`config.mk`:
```
export PLATFORM = sky130hd
export DESIGN_NAME = seq_detect_n
export DESIGN_NICKNAME = d
export VERILOG_FILES = /design/src/rtl/seq_detect_n.sv
export SDC_FILE = /design/constraint.sdc
export NUM_CORES = 1
export LEC_CHECK = 0
export ABC_AREA = 1
export BUFFER_PORTS_ARGS = -buffer_cell sky130_fd_sc_hd__buf_2
export CORE_MARGIN = 2
export CORE_UTILIZATION = 40
export DETAILED_ROUTE_END_ITERATION = 8
export PLACE_DENSITY = 0.77
export SLEW_MARGIN = 40
export SYNTH_ARGS = -nofsm -noshare
export SYNTH_HDL_FRONTEND = slang
export SYNTH_SLANG_ARGS = --single-unit
```
`constraint.sdc`:
```
create_clock -name clk -period 1.6 [get_ports clk]
set_input_delay 0.16 -clock clk [delete_from_list [all_inputs] [get_ports clk]]
set_output_delay 0.16 -clock clk [all_outputs]
set_load 0.02 [all_outputs]
```
`src/rtl/seq_detect_n.sv`:
```
// Programmable Mealy sequence detector over WIDTH-bit symbols with masked pattern compare.
// Define SEQDET_COUNT_EN to build the saturating match counter; otherwise match_count/count_sat tie to 0.
module seq_detect_n #(
  parameter int WIDTH = 2,
  parameter int DEPTH = 3,
  parameter int CNT_W = 8
) (
  input  logic                   clk,
  input  logic                   reset,
  input  logic                   in_valid,
  input  logic [WIDTH-1:0]       in_sym,
  input  logic                   cfg_we,
  input  logic [WIDTH*DEPTH-1:0] cfg_pattern,
  input  logic [WIDTH*DEPTH-1:0] cfg_mask,
  input  logic                   cfg_overlap,
  output logic                   match,
  output logic                   match_q,
  output logic [CNT_W-1:0]       match_count,
  output logic                   count_sat
);

  // state | meaning
  // FILL  | fewer than DEPTH-1 symbols accepted since the last clear
  // ARMED | history holds DEPTH-1 symbols; each valid symbol is compared

  localparam int HD = (DEPTH > 1) ? DEPTH - 1 : 1;
  localparam int FW = (DEPTH > 1) ? $clog2(DEPTH) : 1;
  localparam int PW = WIDTH * DEPTH;

  typedef enum logic {FILL, ARMED} state_t;
  localparam state_t CLR_STATE = (DEPTH > 1) ? FILL : ARMED;

  state_t           state, state_n;
  logic [FW-1:0]    fill, fill_n;
  logic [PW-1:0]    pat_q, mask_q;
  logic             ovl_q;
  logic [WIDTH-1:0] hist [HD];
  logic [PW-1:0]    window;
  logic             hit, accept, hist_clr, hist_shift;

  // slot 0 is the oldest held symbol, the top slot is the live input
  always_comb begin
    window = '0;
    for (int k = 0; k < DEPTH - 1; k++) window[k*WIDTH +: WIDTH] = hist[k];
    window[(DEPTH-1)*WIDTH +: WIDTH] = in_sym;
  end

  assign hit    = ((window ^ pat_q) & mask_q) == '0;
  assign accept = in_valid & ~cfg_we & ~reset;
  assign match  = (state == ARMED) & accept & hit;

  always_comb begin
    state_n    = state;
    fill_n     = fill;
    hist_clr   = 1'b0;
    hist_shift = 1'b0;
    if (cfg_we) begin
      state_n  = CLR_STATE;
      fill_n   = '0;
      hist_clr = 1'b1;
    end else if (accept) begin
      case (state)
        FILL: begin
          hist_shift = 1'b1;
          fill_n     = fill + 1'b1;
          if (fill == FW'(DEPTH - 2)) state_n = ARMED;
        end
        ARMED: begin
          if (match && !ovl_q) begin
            state_n  = CLR_STATE;
            fill_n   = '0;
            hist_clr = 1'b1;
          end else begin
            hist_shift = 1'b1;
          end
        end
        default: state_n = CLR_STATE;
      endcase
    end
  end

  always_ff @(posedge clk) begin
    if (reset) begin
      state <= CLR_STATE;
      fill  <= '0;
    end else begin
      state <= state_n;
      fill  <= fill_n;
    end
  end

  always_ff @(posedge clk) begin
    if (reset) begin
      pat_q  <= '0;
      mask_q <= '1;
      ovl_q  <= 1'b1;
    end else if (cfg_we) begin
      pat_q  <= cfg_pattern;
      mask_q <= cfg_mask;
      ovl_q  <= cfg_overlap;
    end
  end

  always_ff @(posedge clk) begin
    if (reset || hist_clr) begin
      for (int i = 0; i < HD; i++) hist[i] <= '0;
    end else if (hist_shift) begin
      for (int i = 0; i < HD - 1; i++) hist[i] <= hist[i+1];
      hist[HD-1] <= in_sym;
    end
  end

  always_ff @(posedge clk) begin
    if (reset) match_q <= 1'b0;
    else       match_q <= match;
  end

`ifdef SEQDET_COUNT_EN
  logic [CNT_W-1:0] cnt_q;

  always_ff @(posedge clk) begin
    if (reset || cfg_we)        cnt_q <= '0;
    else if (match && !(&cnt_q)) cnt_q <= cnt_q + 1'b1;
  end

  assign match_count = cnt_q;
  assign count_sat   = &cnt_q;
`else
  assign match_count = '0;
  assign count_sat   = 1'b0;
`endif

endmodule

```
-- Word level (Yosys, flattened, before mapping)
Memories as Yosys holds them, arrays and structs flattened.
Cells that the tools add are included.
- register bits: 17
- bits in latches: 0
- RAM bits: 4
- ROM bits: 0
- bits of input ports: 19
- output and inout port bits: 11
- logic and storage cells: 46
- memories: 1
- memory list (name ; words ; bits a word ; read ports ; clocked after Yosys merged registers in ; wr ports ; line ; text):
    hist ; 2 ; 2 ; 2 ; 0 ; 2 ; 37 ; logic [WIDTH-1:0] hist [HD];
- add/sub/neg operators: 1
- multipliers: 0
- divide/modulo/power cells: 0
- magnitude comparators: 0
- equal/unequal tests: 2
- shift operators: 0
- mux-type cells: 19
- bitwise operators: 11
- reduce and logical (&&, ||, !) cells: 6
- operators with widths (kind ; number):
    1-bit 2-to-1 mux ; 13
    6-bit bitwise AND ; 1
    6-bit logical NOT ; 1
    2-bit 2-to-1 mux ; 3
    6-bit XOR ; 1
    1-bit bitwise AND ; 4
    1-bit case mux with 2 select lines ; 2
    2-bit case mux with 2 select lines ; 1
    1-bit NOT ; 3
    2-bit by 1-bit adder with 2-bit output (second input constant) ; 1
    2-bit by 1-bit == test with 1-bit output (second input constant) ; 1
    2-bit by 1-bit inequality test with 1-bit output (second input constant) ; 1
    1-bit bitwise OR ; 2
    2-bit AND reduction ; 1
    2-bit OR reduction ; 1
    1-bit logical AND ; 1
    1-bit logical NOT ; 1
    1-bit logical OR ; 1

-- Logic depth before layout (Yosys ltp)
Gate-level depths: netlist of the first run.
- depth in word-level cells: 14
- gate-level depth with buffers: 10
- gate-level depth less buffers: 10

-- Least setup slack after synthesis of the first run
No wires, ideal clock.
- kind: register to output
- start point: memory hist[1][0], in the netlist hist[0][2]
- end point: output match
- arrival: 1.328 ns
- path slack: 0.112 ns
- cell stages (with the launch flop): 4
- buffers on the path: 0
- cell sequence: edfxtp_1 -> o21ai_0 -> nor2_1 -> nor4_1
- RTL lines (what ; line ; text):
    start: declaration ; 37 ;
    end: declaration ; 16 ; output logic match,

==> tab_implementation.tex, run 1 <==
\begin{tabular}{lr}
\hline
Metric & Value \\
\hline
\multicolumn{2}{l}{\textbf{Status}} \\
\quad Run status & finished, violations left \\
\quad Violations in the final reports & negative setup slack \\
\multicolumn{2}{l}{\textbf{Synthesis}} \\
\quad Synthesized instance count & 135 \\
\quad Number of different library cells in the post-synthesis netlist & 19 \\
\quad Synth Cell Area & 996 µm² \\
\quad Sequential cell area fraction in the yosys report & 46.2\% \\
\quad Synth Register Bits & 21 \\
\quad Total number of yosys warnings & 0 \\
\quad Post-Syn Area per Cell & 7.38 µm² \\
\multicolumn{2}{l}{\textbf{Timing}} \\
\quad Setup repair after global routing missed its margin & true \\
\quad Maximum achievable frequency & 0.625 GHz \\
\quad Clock Skew & 0.00169 ns \\
\quad Final slew viol count & 0 \\
\quad Setup\_tns & -0.00121 ns \\
\quad Min Tclk post-route & 1.60 ns \\
\quad Slack of the critical path & -0.00121 ns \\
\quad Setup-violating endpoint count in the final report & 1 \\
\quad Share of the clock period used by the worst path after layout & 100\% \\
\quad Total count of hold-check failures in the final report & 0 \\
\multicolumn{2}{l}{\textbf{Route}} \\
\quad Routed via count & 869 \\
\quad Routed Wire Length & 1.97 mm \\
\quad Per-cell via count in the routed design & 4.53 \\
\quad Number of remaining DRC errors & 0 \\
\quad Average wire per standard cell & 10.3 µm \\
\quad Iteration count of the initial detailed-routing pass & 4 \\
\quad Antenna-violating nets left & 0 \\
\quad Number of DRC markers in iteration 0 & 21 \\
\multicolumn{2}{l}{\textbf{Place}} \\
\quad Number of buffer cells added on primary ports & 20 \\
\quad Final weighted congestion of routability-driven global placement & 0.795 \\
\quad Post-DP HPWL & 1.43 mm \\
\multicolumn{2}{l}{\textbf{Die}} \\
\quad IO Pins & 30 \\
\quad \# rows & 18 \\
\quad Y dimension of the die & 53.9 µm \\
\quad DIE WIDTH & 53.9 µm \\
\quad Area enclosed by the die boundary & 2910 µm² \\
\quad Initial Utilization & 41.3\% \\
\quad Core outline area & 2410 µm² \\
\multicolumn{2}{l}{\textbf{Pwr}} \\
\quad Final total power & 1.02 mW \\
\quad Power density relative to cell area & 845 nW/µm² \\
\quad Leak Pwr & 0.605 nW \\
\quad Worst vdd ir & 0.517 mV \\
\multicolumn{2}{l}{\textbf{Worst setup path}} \\
\quad Crit path DAT & 1.44 ns \\
\quad Length in cells of the worst reg-to-reg path & 10 \\
\quad Kind of end point of the critical path & output port \\
\quad Critical path data required time & 1.44 ns \\
\quad Setup CP Type & register to output port \\
\quad Kind of start point of the critical path & register \\
\quad Critical-path maximum fanout & 3 \\
\multicolumn{2}{l}{\textbf{GRT}} \\
\quad Maximum number of pins on one net before global-route repair & 18 \\
\quad Number of global-route vias before repair & 734 \\
\quad Global-route wire length before repair & 2.95 mm \\
\quad Global-route usage over all layers & 14.3\% \\
\quad Grt total ovfl & 0 \\
\quad Antenna violations before repair & 0 \\
\multicolumn{2}{l}{\textbf{Layout}} \\
\quad Ant. Diodes & 0 \\
\quad Total Nets Final & 183 \\
\quad Layout cells sized above 1 & 27.8\% \\
\quad Number of inserted filler cells in the final layout & 225 \\
\quad Area added between synthesis and finish & 21.6\% \\
\multicolumn{2}{l}{\textbf{Worst hold path}} \\
\quad Path class of the lowest-slack min-delay path & input port to register \\
\quad Number of stages on the worst hold path & 3 \\
\multicolumn{2}{l}{\textbf{Clocking}} \\
\quad Total clock buffers created by CTS & 3 \\
\quad Clock sink count & 21 \\
\quad Clock tree from TritonCTS & yes \\
\quad Hold-fix buffers, CTS & 0 \\
\quad Clock Tree Root & sky130\_fd\_sc\_hd\_\_clkbuf\_4 \\
\quad Number of H-tree levels & 1 \\
\quad Post-CTS clock slew at the launch and capture registers of the worst setup and hold paths & 0.12 ns \\
\quad Bufs on Longest Clock Path & 2 \\
\quad Clock insertion delay at the later pin of the skew report & 0.31 ns \\
\multicolumn{2}{l}{\textbf{Job}} \\
\quad Number of maximum-capacitance constraint violations & 0 \\
\hline
\end{tabular}
==> area by class of cell <==
class                           instances  area [µm²]  area share, %
Inverter                               21        78.8           6.51
Timing Repair Buffer                   27         155           12.8
Multi-Input combinational cell         89         449           37.1
Clock buffer                            3        22.5           1.86
Sequential cell                        21         460           38.0
Clock inverter                          1        7.51          0.620
Tap cell                               30        37.5           3.10
==> logic make-up (layout without fill, tap and decap cells) <==
logic type      after synthesis  count (layout)  synth area share [%]
fa+ha+maj                     1               1                  1.26
compound gates               17              17                  8.54
simple gates                 62              62                  27.5
flops                        21              21                  46.2
other cells                   1               9                 0.377
buf+inv                      33              52                  16.1
==> sequential cells by signal, indices dropped and copies added, names as in the netlist <==
name     cells
hist         4
pat_q        6
fill         2
mask_q       6
ovl_q        1
state        1
match_q      1
==> layer usage <==
metal	global-route usage (%)	share of wire (%)	routed length, µm
met1	16.2	42	823
met2	24.6	52	1020
met3	3.33	5.8	114
met4	7.69	0.96	19
met5	0	0	0
==> path summary, 6_finish.rpt <==
check | endpoint | slack [ns] | startpoint
max | match | -0.001 | hist[0][1]$_SDFFCE_PN0P_
min | mask_q[5]$_SDFFE_PP1P_ | 0.05 | cfg_mask[5]
max reg2reg | hist[0][1]$_SDFFCE_PN0P_ | 0.03 | hist[0][3]$_SDFFCE_PN0P_
min reg2reg | mask_q[5]$_SDFFE_PP1P_ | 0.47 | mask_q[5]$_SDFFE_PP1P_
==> placed cells by master, fill, tap and decap left out, types with 2 or more instances in the layout <==
cell	instances
sky130_fd_sc_hd__nand3_2	2
sky130_fd_sc_hd__a21oi_1	8
sky130_fd_sc_hd__nand2_1	30
sky130_fd_sc_hd__edfxtp_1	4
sky130_fd_sc_hd__buf_4	8
sky130_fd_sc_hd__inv_2	3
sky130_fd_sc_hd__conb_1	9
sky130_fd_sc_hd__nand3_1	11
sky130_fd_sc_hd__buf_2	19
sky130_fd_sc_hd__nand2_4	2
sky130_fd_sc_hd__dfxtp_1	17
sky130_fd_sc_hd__inv_1	18
sky130_fd_sc_hd__nand2_2	2
sky130_fd_sc_hd__nor2_1	9
sky130_fd_sc_hd__nor2_2	2
sky130_fd_sc_hd__o21ai_0	8
sky130_fd_sc_hd__clkbuf_4	3
==> power by group <==
part	internal, mW	switching [mW]	leakage (nW)
logic	0.0630	0.107	0.406
registers	0.569	0.0175	0.185
clock network	0.0953	0.170	0.0139
==> Yosys cell counts (all sizes together) <==
cell	number	area [µm²]
inv	21	78.8
o21ai	9	45.0
or2	1	6.26
a21oi	8	40.0
nor2	12	50.1
conb	1	3.75
nand3	13	70.1
dfxtp	17	340
buf	11	77.6
clkbuf	1	3.75
nor4	2	12.5
edfxtp	4	120
ha	1	12.5
nand2	34	135
==> critical path: stages, from the launching register on <==
cell and delay [ns]:
sky130_fd_sc_hd__edfxtp_1 0.42, sky130_fd_sc_hd__inv_1 0.07, sky130_fd_sc_hd__nand2_1 0.05, sky130_fd_sc_hd__nand3_1 0.08, sky130_fd_sc_hd__nand2_2 0.10, sky130_fd_sc_hd__nor4_4 0.24, sky130_fd_sc_hd__buf_4 0.18
==> repair_timing <==
item                                    4_1_cts  5_1_grt
gates resized for setup                       4       10
endpoints found under the setup margin        1        9
pin swaps                                     2        5
buffers inserted                              3        2
==> metrics by stage <==
stage          std cells  worst slack, ns  hold WS, ns  util (%)  instance area (µm²)
3_3_place_gp         183            0.168        0.370      45.5                 1100
4_1_cts              190          -0.0576       0.0308      48.2                 1160
6_report             192         -0.00121       0.0497      50.3                 1210
2_1_floorplan        143            0.112        0.260         -                 1030
3_5_place_dp         183           0.0963        0.374      45.5                 1100
5_1_grt              192          -0.0951       0.0392      50.3                 1210
No activity file was read; power rests on OpenSTA's default activity.
==> run 2: changes to the inputs <==
CORE_MARGIN = 3   (was 2)
==> tab_implementation.tex, run 2 (synthesis gave the netlist of run 1 again) <==
\begin{tabular}{lr}
\hline
Metric & Value \\
\hline
\multicolumn{2}{l}{\textbf{Worst hold path}} \\
\quad Path class of the lowest-slack min-delay path & input port to register \\
\multicolumn{2}{l}{\textbf{Clocking}} \\
\quad Clock Tree Root & sky130\_fd\_sc\_hd\_\_clkbuf\_4 \\
\quad Clock insertion delay at the later pin of the skew report & 0.30 ns (about the same) \\
\quad Number of H-tree levels & 1 (unchanged) \\
\quad Bufs on Longest Clock Path & 2 (unchanged) \\
\quad Hold-fix buffers, CTS & 0 (unchanged) \\
\quad Post-CTS clock slew at the launch and capture registers of the worst setup and hold paths & 0.11 ns (about the same) \\
\quad Total clock buffers created by CTS & 3 (unchanged) \\
\quad Clock tree from TritonCTS & yes \\
\quad Clock sink count & 21 (unchanged) \\
\multicolumn{2}{l}{\textbf{Timing}} \\
\quad Worst hold margin & 0.0650 ns (+0.0152 ns) \\
\quad Final slew viol count & 0 (unchanged) \\
\quad Total count of hold-check failures in the final report & 0 (unchanged) \\
\quad Maximum achievable frequency & 0.621 GHz (-0.49\%) \\
\quad Clock Skew & 0.00438 ns (+0.00269 ns) \\
\quad Setup repair after global routing missed its margin & true \\
\quad Setup\_tns & -0.00906 ns (-0.00785 ns) \\
\quad Slack of the critical path & -0.00906 ns (-0.00785 ns) \\
\quad Min Tclk post-route & 1.61 ns (+0.00785 ns) \\
\quad Setup-violating endpoint count in the final report & 1 (unchanged) \\
\quad Share of the clock period used by the worst path after layout & 101\% (+0.49 points) \\
\multicolumn{2}{l}{\textbf{Die}} \\
\quad Initial Utilization & 43.4\% (+2.0 points) \\
\quad \# rows & 17 (-1) \\
\quad DIE WIDTH & 55.9 µm (+3.7\%) \\
\quad Core outline area & 2300 µm² (-4.7\%) \\
\quad Area enclosed by the die boundary & 3120 µm² (+7.6\%) \\
\quad IO Pins & 30 (unchanged) \\
\quad Y dimension of the die & 55.9 µm (+3.7\%) \\
\multicolumn{2}{l}{\textbf{Layout}} \\
\quad Most common cell after layout, fill and taps aside & sky130\_fd\_sc\_hd\_\_nand2\_1 \\
\quad Register area & 460 µm² (unchanged) \\
\quad Ant. Diodes & 0 (unchanged) \\
\quad Total Nets Final & 184 (+0.55\%) \\
\quad Total area of multi-input combinational cells & 464 µm² (+3.3\%) \\
\quad Final Instance Count excl. Fillers & 191 (-0.52\%) \\
\quad Layout cells sized above 1 & 30.1\% (+2.3 points) \\
\quad Highest-count cells in the layout ignoring fill and taps & sky130\_fd\_sc\_hd\_\_nand2\_1 (27), sky130\_fd\_sc\_hd\_\_buf\_2 (19), sky130\_fd\_sc\_hd\_\_inv\_1 (18), sky130\_fd\_sc\_hd\_\_dfxtp\_1 (17), sky130\_fd\_sc\_hd\_\_nand3\_1 (11) \\
\quad Number of inserted filler cells in the final layout & 225 (unchanged) \\
\quad Largest regs & mask\_q: 6 flops, pat\_q: 6 flops, hist: 4 flops \\
\quad Area added between synthesis and finish & 23.9\% \\
\quad Post-route cell area & 1230 µm² (+1.9\%) \\
\multicolumn{2}{l}{\textbf{GRT}} \\
\quad Grt total ovfl & 0 (unchanged) \\
\quad Antenna violations before repair & 0 (unchanged) \\
\quad Global-route usage over all layers & 13.5\% (-0.82 points) \\
\quad Global-route wire length before repair & 3.30 mm (+12\%) \\
\quad Maximum number of pins on one net before global-route repair & 18 (unchanged) \\
\quad Number of global-route vias before repair & 810 (+10\%) \\
\multicolumn{2}{l}{\textbf{Place}} \\
\quad Final weighted congestion of routability-driven global placement & 0.827 (+4.1\%) \\
\quad Number of buffer cells added on primary ports & 20 (unchanged) \\
\quad Cell Area, Placed & 1090 µm² (-0.23\%) \\
\quad Number of placed instances, taps included & 181 (-1.1\%) \\
\quad Post-DP HPWL & 1.57 mm (+9.4\%) \\
\multicolumn{2}{l}{\textbf{Pwr}} \\
\quad Final total power & 1.01 mW (-1.0\%) \\
\quad Power density relative to cell area & 821 nW/µm² (-2.8\%) \\
\quad Leak Pwr & 0.610 nW (+0.83\%) \\
\quad Worst vdd ir & 0.605 mV (+17\%) \\
\multicolumn{2}{l}{\textbf{Route}} \\
\quad Iteration count of the initial detailed-routing pass & 4 (unchanged) \\
\quad Per-cell via count in the routed design & 4.63 (+2.3\%) \\
\quad Routed Wire Length & 2.12 mm (+7.4\%) \\
\quad Number of DRC markers in iteration 0 & 18 (-14\%) \\
\quad Antenna-violating nets left & 0 (unchanged) \\
\quad Average wire per standard cell & 11.1 µm (+8.0\%) \\
\quad Routed via count & 884 (+1.7\%) \\
\quad Number of remaining DRC errors & 0 (unchanged) \\
\multicolumn{2}{l}{\textbf{Worst setup path}} \\
\quad Sequence of cells on the critical path & o21ai\_2, nor2\_4, nor4\_4, buf\_4 \\
\quad Largest incremental delay on the critical path & 0.46 ns (+0.04 ns) \\
\quad Critical-path maximum fanout & 3 (unchanged) \\
\quad Kind of end point of the critical path & output port \\
\quad Kind of start point of the critical path & register \\
\quad Setup CP Type & register to output port \\
\quad Worst path slowest cell & sky130\_fd\_sc\_hd\_\_edfxtp\_1 \\
\quad Critical path data required time & 1.44 ns (about the same) \\
\quad Crit path DAT & 1.45 ns (about the same) \\
\multicolumn{2}{l}{\textbf{Job}} \\
\quad Number of maximum-capacitance constraint violations & 0 (unchanged) \\
\multicolumn{2}{l}{\textbf{Status}} \\
\quad Violations in the final reports & negative setup slack \\
\quad Run status & finished, violations left \\
\hline
\end{tabular}
==> run 2: changes by cell type in the layout (fill, tap and decap cells not counted), sizes merged <==
cell | previous run | this run
clkbuf | 3 | 4
clkinvlp | 1 | 0
buf | 27 | 28
==> run 2: metal layers <==
| metal | global-route usage (%) | vias up | routed length, µm |
|---|---|---|---|
| li1 | - | 458 | - |
| met1 | 15.3 | 401 | 887 |
| met2 | 23.8 | 22 | 1100 |
| met3 | 3.02 | 3 | 102 |
| met4 | 6.10 | 0 | 27 |
| met5 | 0 | - | 0 |
==> run 2: through the flow <==
stage / utilization [%] / setup WS [ns]
6_report: 53.7 / -0.00906
5_1_grt: 53.7 / -0.0959
4_1_cts: 50.8 / -0.00976
3_5_place_dp: 47.7 / 0.0724
3_3_place_gp: 47.7 / 0.145
2_1_floorplan: - / 0.112
==> run 2: report_power, final <==
group	total, mW	leakage [nW]	switching [mW]	internal, mW
registers	0.588	0.185	0.0188	0.569
clock network	0.249	0.0150	0.152	0.0972
logic	0.175	0.410	0.111	0.0648
==> run 2: final cells by class <==
| class | instances | area share [%] |
|---|---|---|
| inverters | 21 | 6.59 |
| well taps | 28 | 2.84 |
| flip-flops and latches | 21 | 37.3 |
| clock buffers | 4 | 2.13 |
| repair buffers | 28 | 13.5 |
| multi-input cells | 89 | 37.6 |
==> run 2: path summary, 6_finish.rpt <==
check,from,endpoint,cells after the start,slack (ns)
setup / recovery,hist[0][2]$_SDFFCE_PN0P_,match,4,-0.009
hold / removal,cfg_mask[4],mask_q[4]$_SDFFE_PP1P_,3,0.06
setup reg to reg,hist[0][2]$_SDFFCE_PN0P_,hist[0][1]$_SDFFCE_PN0P_,10,0.01
hold reg to reg,fill[0]$_SDFFE_PP0P_,fill[0]$_SDFFE_PP0P_,1,0.47
==> run 2: worst max-delay path: cells and delay by family, from the launching register on <==
kind / cells / cell delay [ns]
compound gates: 1 / 0.19
buf+inv: 1 / 0.18
flops: 1 / 0.46
simple gates: 2 / 0.33
==> run 2: repair_timing <==
action	4_1_cts	5_1_grt
pin swaps	3	9
gates resized for setup	7	14
buffers inserted	3	3
setup endpoints to repair	1	8
==> run 3: changes to the inputs <==
CORE_ASPECT_RATIO = 0.8   (was default)
==> tab_implementation.tex, run 3 (synthesis gave the netlist of run 1 again) <==
\begin{tabular}{lr}
\hline
Metric & Value \\
\hline
\multicolumn{2}{l}{\textbf{Worst setup path}} \\
\quad Critical R2R Capture & hist[0][0]\$\_SDFFCE\_PN0P\_ \\
\quad Crit. path cell count & 6 (+2) \\
\quad Sum of buffers and inverters on the critical path & 2 (+1) \\
\quad Critical-path maximum fanout & 2 (-1) \\
\quad Setup CP Type & register to output port \\
\quad Length in cells of the worst reg-to-reg path & 9 (-1) \\
\quad Sequence of cells on the critical path & inv\_2, nand2\_2, nand3\_2, nand2\_4, nor4\_4, buf\_4 \\
\quad Critical path data required time & 1.44 ns (about the same) \\
\quad Crit path DAT & 1.43 ns (-0.02 ns) \\
\quad Worst path top cell family by delay & simple AND/OR/NAND/NOR gates \\
\quad Worst r2r src & hist[0][2]\$\_SDFFCE\_PN0P\_ \\
\quad Kind of end point of the critical path & output port \\
\quad Largest incremental delay on the critical path & 0.42 ns (-0.04 ns) \\
\quad Kind of start point of the critical path & register \\
\quad Slack of the worst reg-to-reg path & 0.06 ns (+0.05 ns) \\
\quad Worst path slowest cell & sky130\_fd\_sc\_hd\_\_edfxtp\_1 \\
\multicolumn{2}{l}{\textbf{Place}} \\
\quad Number of placed instances, taps included & 178 (-1.7\%) \\
\quad Post-DP HPWL & 1.53 mm (-2.4\%) \\
\quad Worst slack at placement & 0.0688 ns (-0.00355 ns) \\
\quad Final weighted congestion of routability-driven global placement & 0.849 (+2.6\%) \\
\quad Number of buffer cells added on primary ports & 20 (unchanged) \\
\quad Cell Area, Placed & 1090 µm² (-0.34\%) \\
\multicolumn{2}{l}{\textbf{Timing}} \\
\quad Slack of the critical path & 0.00684 ns (+0.0159 ns) \\
\quad Clock Skew & 0.00673 ns (+0.00235 ns) \\
\quad Setup-violating endpoint count in the final report & 0 (-1) \\
\quad Setup\_tns & 0 ns (+0.00906 ns) \\
\quad Min Tclk post-route & 1.59 ns (-0.0159 ns) \\
\quad Total count of hold-check failures in the final report & 0 (unchanged) \\
\quad Maximum achievable frequency & 0.628 GHz (+1.0\%) \\
\quad Setup repair after global routing missed its margin & true \\
\quad Worst hold margin & 0.0578 ns (-0.00718 ns) \\
\quad Share of the clock period used by the worst path after layout & 99.6\% (-0.99 points) \\
\quad Final slew viol count & 0 (unchanged) \\
\multicolumn{2}{l}{\textbf{Clocking}} \\
\quad Clock tree from TritonCTS & yes \\
\quad Bufs on Longest Clock Path & 2 (unchanged) \\
\quad Number of H-tree levels & 1 (unchanged) \\
\quad Clock Tree Root & sky130\_fd\_sc\_hd\_\_clkbuf\_4 \\
\quad Total clock buffers created by CTS & 3 (unchanged) \\
\quad Clock sink count & 21 (unchanged) \\
\quad Clock insertion delay at the later pin of the skew report & 0.30 ns (about the same) \\
\quad Post-CTS clock slew at the launch and capture registers of the worst setup and hold paths & 0.12 ns (about the same) \\
\quad Hold-fix buffers, CTS & 0 (unchanged) \\
\multicolumn{2}{l}{\textbf{Layout}} \\
\quad Total Nets Final & 187 (+1.6\%) \\
\quad Ant. Diodes & 0 (unchanged) \\
\quad Number of inserted filler cells in the final layout & 226 (+0.44\%) \\
\quad Layout cells sized above 1 & 28.9\% (-1.1 points) \\
\quad Most common cell after layout, fill and taps aside & sky130\_fd\_sc\_hd\_\_nand2\_1 \\
\quad Post-route cell area & 1230 µm² (-0.51\%) \\
\quad Area added between synthesis and finish & 23.2\% \\
\quad Final core utilization & 54.5\% (+0.80 points) \\
\quad Highest-count cells in the layout ignoring fill and taps & sky130\_fd\_sc\_hd\_\_nand2\_1 (30), sky130\_fd\_sc\_hd\_\_inv\_1 (19), sky130\_fd\_sc\_hd\_\_buf\_2 (19), sky130\_fd\_sc\_hd\_\_dfxtp\_1 (17), sky130\_fd\_sc\_hd\_\_buf\_4 (12) \\
\quad Final Instance Count excl. Fillers & 191 (unchanged) \\
\quad Largest regs & mask\_q: 6 flops, pat\_q: 6 flops, hist: 4 flops \\
\multicolumn{2}{l}{\textbf{Route}} \\
\quad Number of DRC markers in iteration 0 & 23 (+5) \\
\quad Iteration count of the initial detailed-routing pass & 4 (unchanged) \\
\quad Routed via count & 884 (unchanged) \\
\quad Per-cell via count in the routed design & 4.63 (unchanged) \\
\quad Antenna-violating nets left & 0 (unchanged) \\
\quad Routed Wire Length & 2.09 mm (-1.6\%) \\
\quad Number of remaining DRC errors & 0 (unchanged) \\
\quad Average wire per standard cell & 10.9 µm (-1.6\%) \\
\multicolumn{2}{l}{\textbf{GRT}} \\
\quad Antenna violations before repair & 0 (unchanged) \\
\quad Grt total ovfl & 0 (unchanged) \\
\quad Maximum number of pins on one net before global-route repair & 18 (unchanged) \\
\quad Number of global-route vias before repair & 791 (-2.3\%) \\
\quad Global-route wire length before repair & 3.48 mm (+5.4\%) \\
\quad Global-route usage over all layers & 15.3\% (+1.9 points) \\
\multicolumn{2}{l}{\textbf{Worst hold path}} \\
\quad Path class of the lowest-slack min-delay path & input port to register \\
\quad Hold endpoint & mask\_q[4]\$\_SDFFE\_PP1P\_ \\
\quad Number of stages on the worst hold path & 3 (unchanged) \\
\quad Worst Hold Launch & cfg\_mask[4] \\
\multicolumn{2}{l}{\textbf{Die}} \\
\quad Core outline area & 2250 µm² (-2.0\%) \\
\quad IO Pins & 30 (unchanged) \\
\quad Initial Utilization & 44.2\% (+0.87 points) \\
\quad DIE WIDTH & 61.8 µm (+11\%) \\
\quad Y dimension of the die & 50.6 µm (-9.4\%) \\
\quad \# rows & 15 (-2) \\
\quad Area enclosed by the die boundary & 3130 µm² (+0.12\%) \\
\multicolumn{2}{l}{\textbf{Pwr}} \\
\quad Net switching power figure & 281 µW (about the same) \\
\quad Gate power share & 17.4\% (about the same) \\
\quad Power density relative to cell area & 829 nW/µm² (+0.94\%) \\
\quad Switching power share of the total & 27.7\% (-0.14 points) \\
\quad P\_int & 736 µW (+0.62\%) \\
\quad Final total power & 1.02 mW (+0.43\%) \\
\quad Leak Pwr & 0.626 nW (+2.6\%) \\
\quad Clock network power share & 25.0\% (+0.4 points) \\
\quad Worst vdd ir & 0.514 mV (-15\%) \\
\quad Power share of the sequential group & 57.5\% (-0.6 points) \\
\multicolumn{2}{l}{\textbf{Status}} \\
\quad Run status & completed \\
\multicolumn{2}{l}{\textbf{Job}} \\
\quad Number of maximum-capacitance constraint violations & 0 (unchanged) \\
\hline
\end{tabular}
## run 3: cell types whose count changed in the layout (fill, tap and decap cells not counted)
cell and delta:
sky130_fd_sc_hd__o21ai_2 -1, sky130_fd_sc_hd__nor2_4 -2, sky130_fd_sc_hd__nor2_2 +3, sky130_fd_sc_hd__nand2_2 -3, sky130_fd_sc_hd__nand2_1 +3, sky130_fd_sc_hd__buf_6 -1, sky130_fd_sc_hd__inv_1 +1, sky130_fd_sc_hd__inv_4 -1
sky130_fd_sc_hd__buf_4 +4, sky130_fd_sc_hd__nor2_1 -1, sky130_fd_sc_hd__o21ai_1 +1
## run 3: final cells by class
cell class	count	area (µm²)	share of cell area (%)
clock buffer	4	26.3	2.14
sequential	21	460	37.5
inverter	21	78.8	6.42
timing repair buffer	31	185	15.1
multi-input combinational	89	445	36.3
tap	25	31.3	2.55
## run 3: tightest hold or removal path: stages
cell                      delay, ns
sky130_fd_sc_hd__buf_2         0.08
sky130_fd_sc_hd__nand2_1       0.04
sky130_fd_sc_hd__nand3_1       0.06
## run 3: worst max path at each step
stage | end | slack (ns) | from
6_report | match | 0.007 | hist[0][3]$_SDFFCE_PN0P_
5_1_grt | match | -0.11 | hist[0][3]$_SDFFCE_PN0P_
4_1_cts | match | -0.01 | hist[0][2]$_SDFFCE_PN0P_
3_5_place_dp | hist[0][2]$_SDFFCE_PN0P_ | 0.07 | hist[0][2]$_SDFFCE_PN0P_
3_3_place_gp | hist[0][0]$_SDFFCE_PN0P_ | 0.15 | hist[0][2]$_SDFFCE_PN0P_
2_1_floorplan | match | 0.11 | hist[0][2]$_SDFFCE_PN0P_
## run 3: power by group through the flow
stage / combinational, mW / sequential, mW / clock (mW)
final: 0.177 / 0.585 / 0.254
after global routing: 0.202 / 0.591 / 0.286
after CTS: 0.171 / 0.585 / 0.262
after detailed placement: 0.142 / 0.597 / 0
after global placement: 0.136 / 0.595 / 0
after floorplan: 0.114 / 0.592 / 0
## run 3: repair_timing
item / 4_1_cts / 5_1_grt
gates resized for setup: 4 / 9
buffers inserted: 10 / 0
setup endpoints to repair: 1 / 6
pin swaps: 3 / 2
hold endpoints to repair: 0 / 0
## run 3: per-layer routing
layer  track usage (%)  vias to the layer above  wire length [µm]
met5                 0                        -                 0
met4              3.18                        0                14
met3              4.63                        2               142
met2              25.4                       26              1090
met1              19.3                      389               842
li1                  -                      467                 -
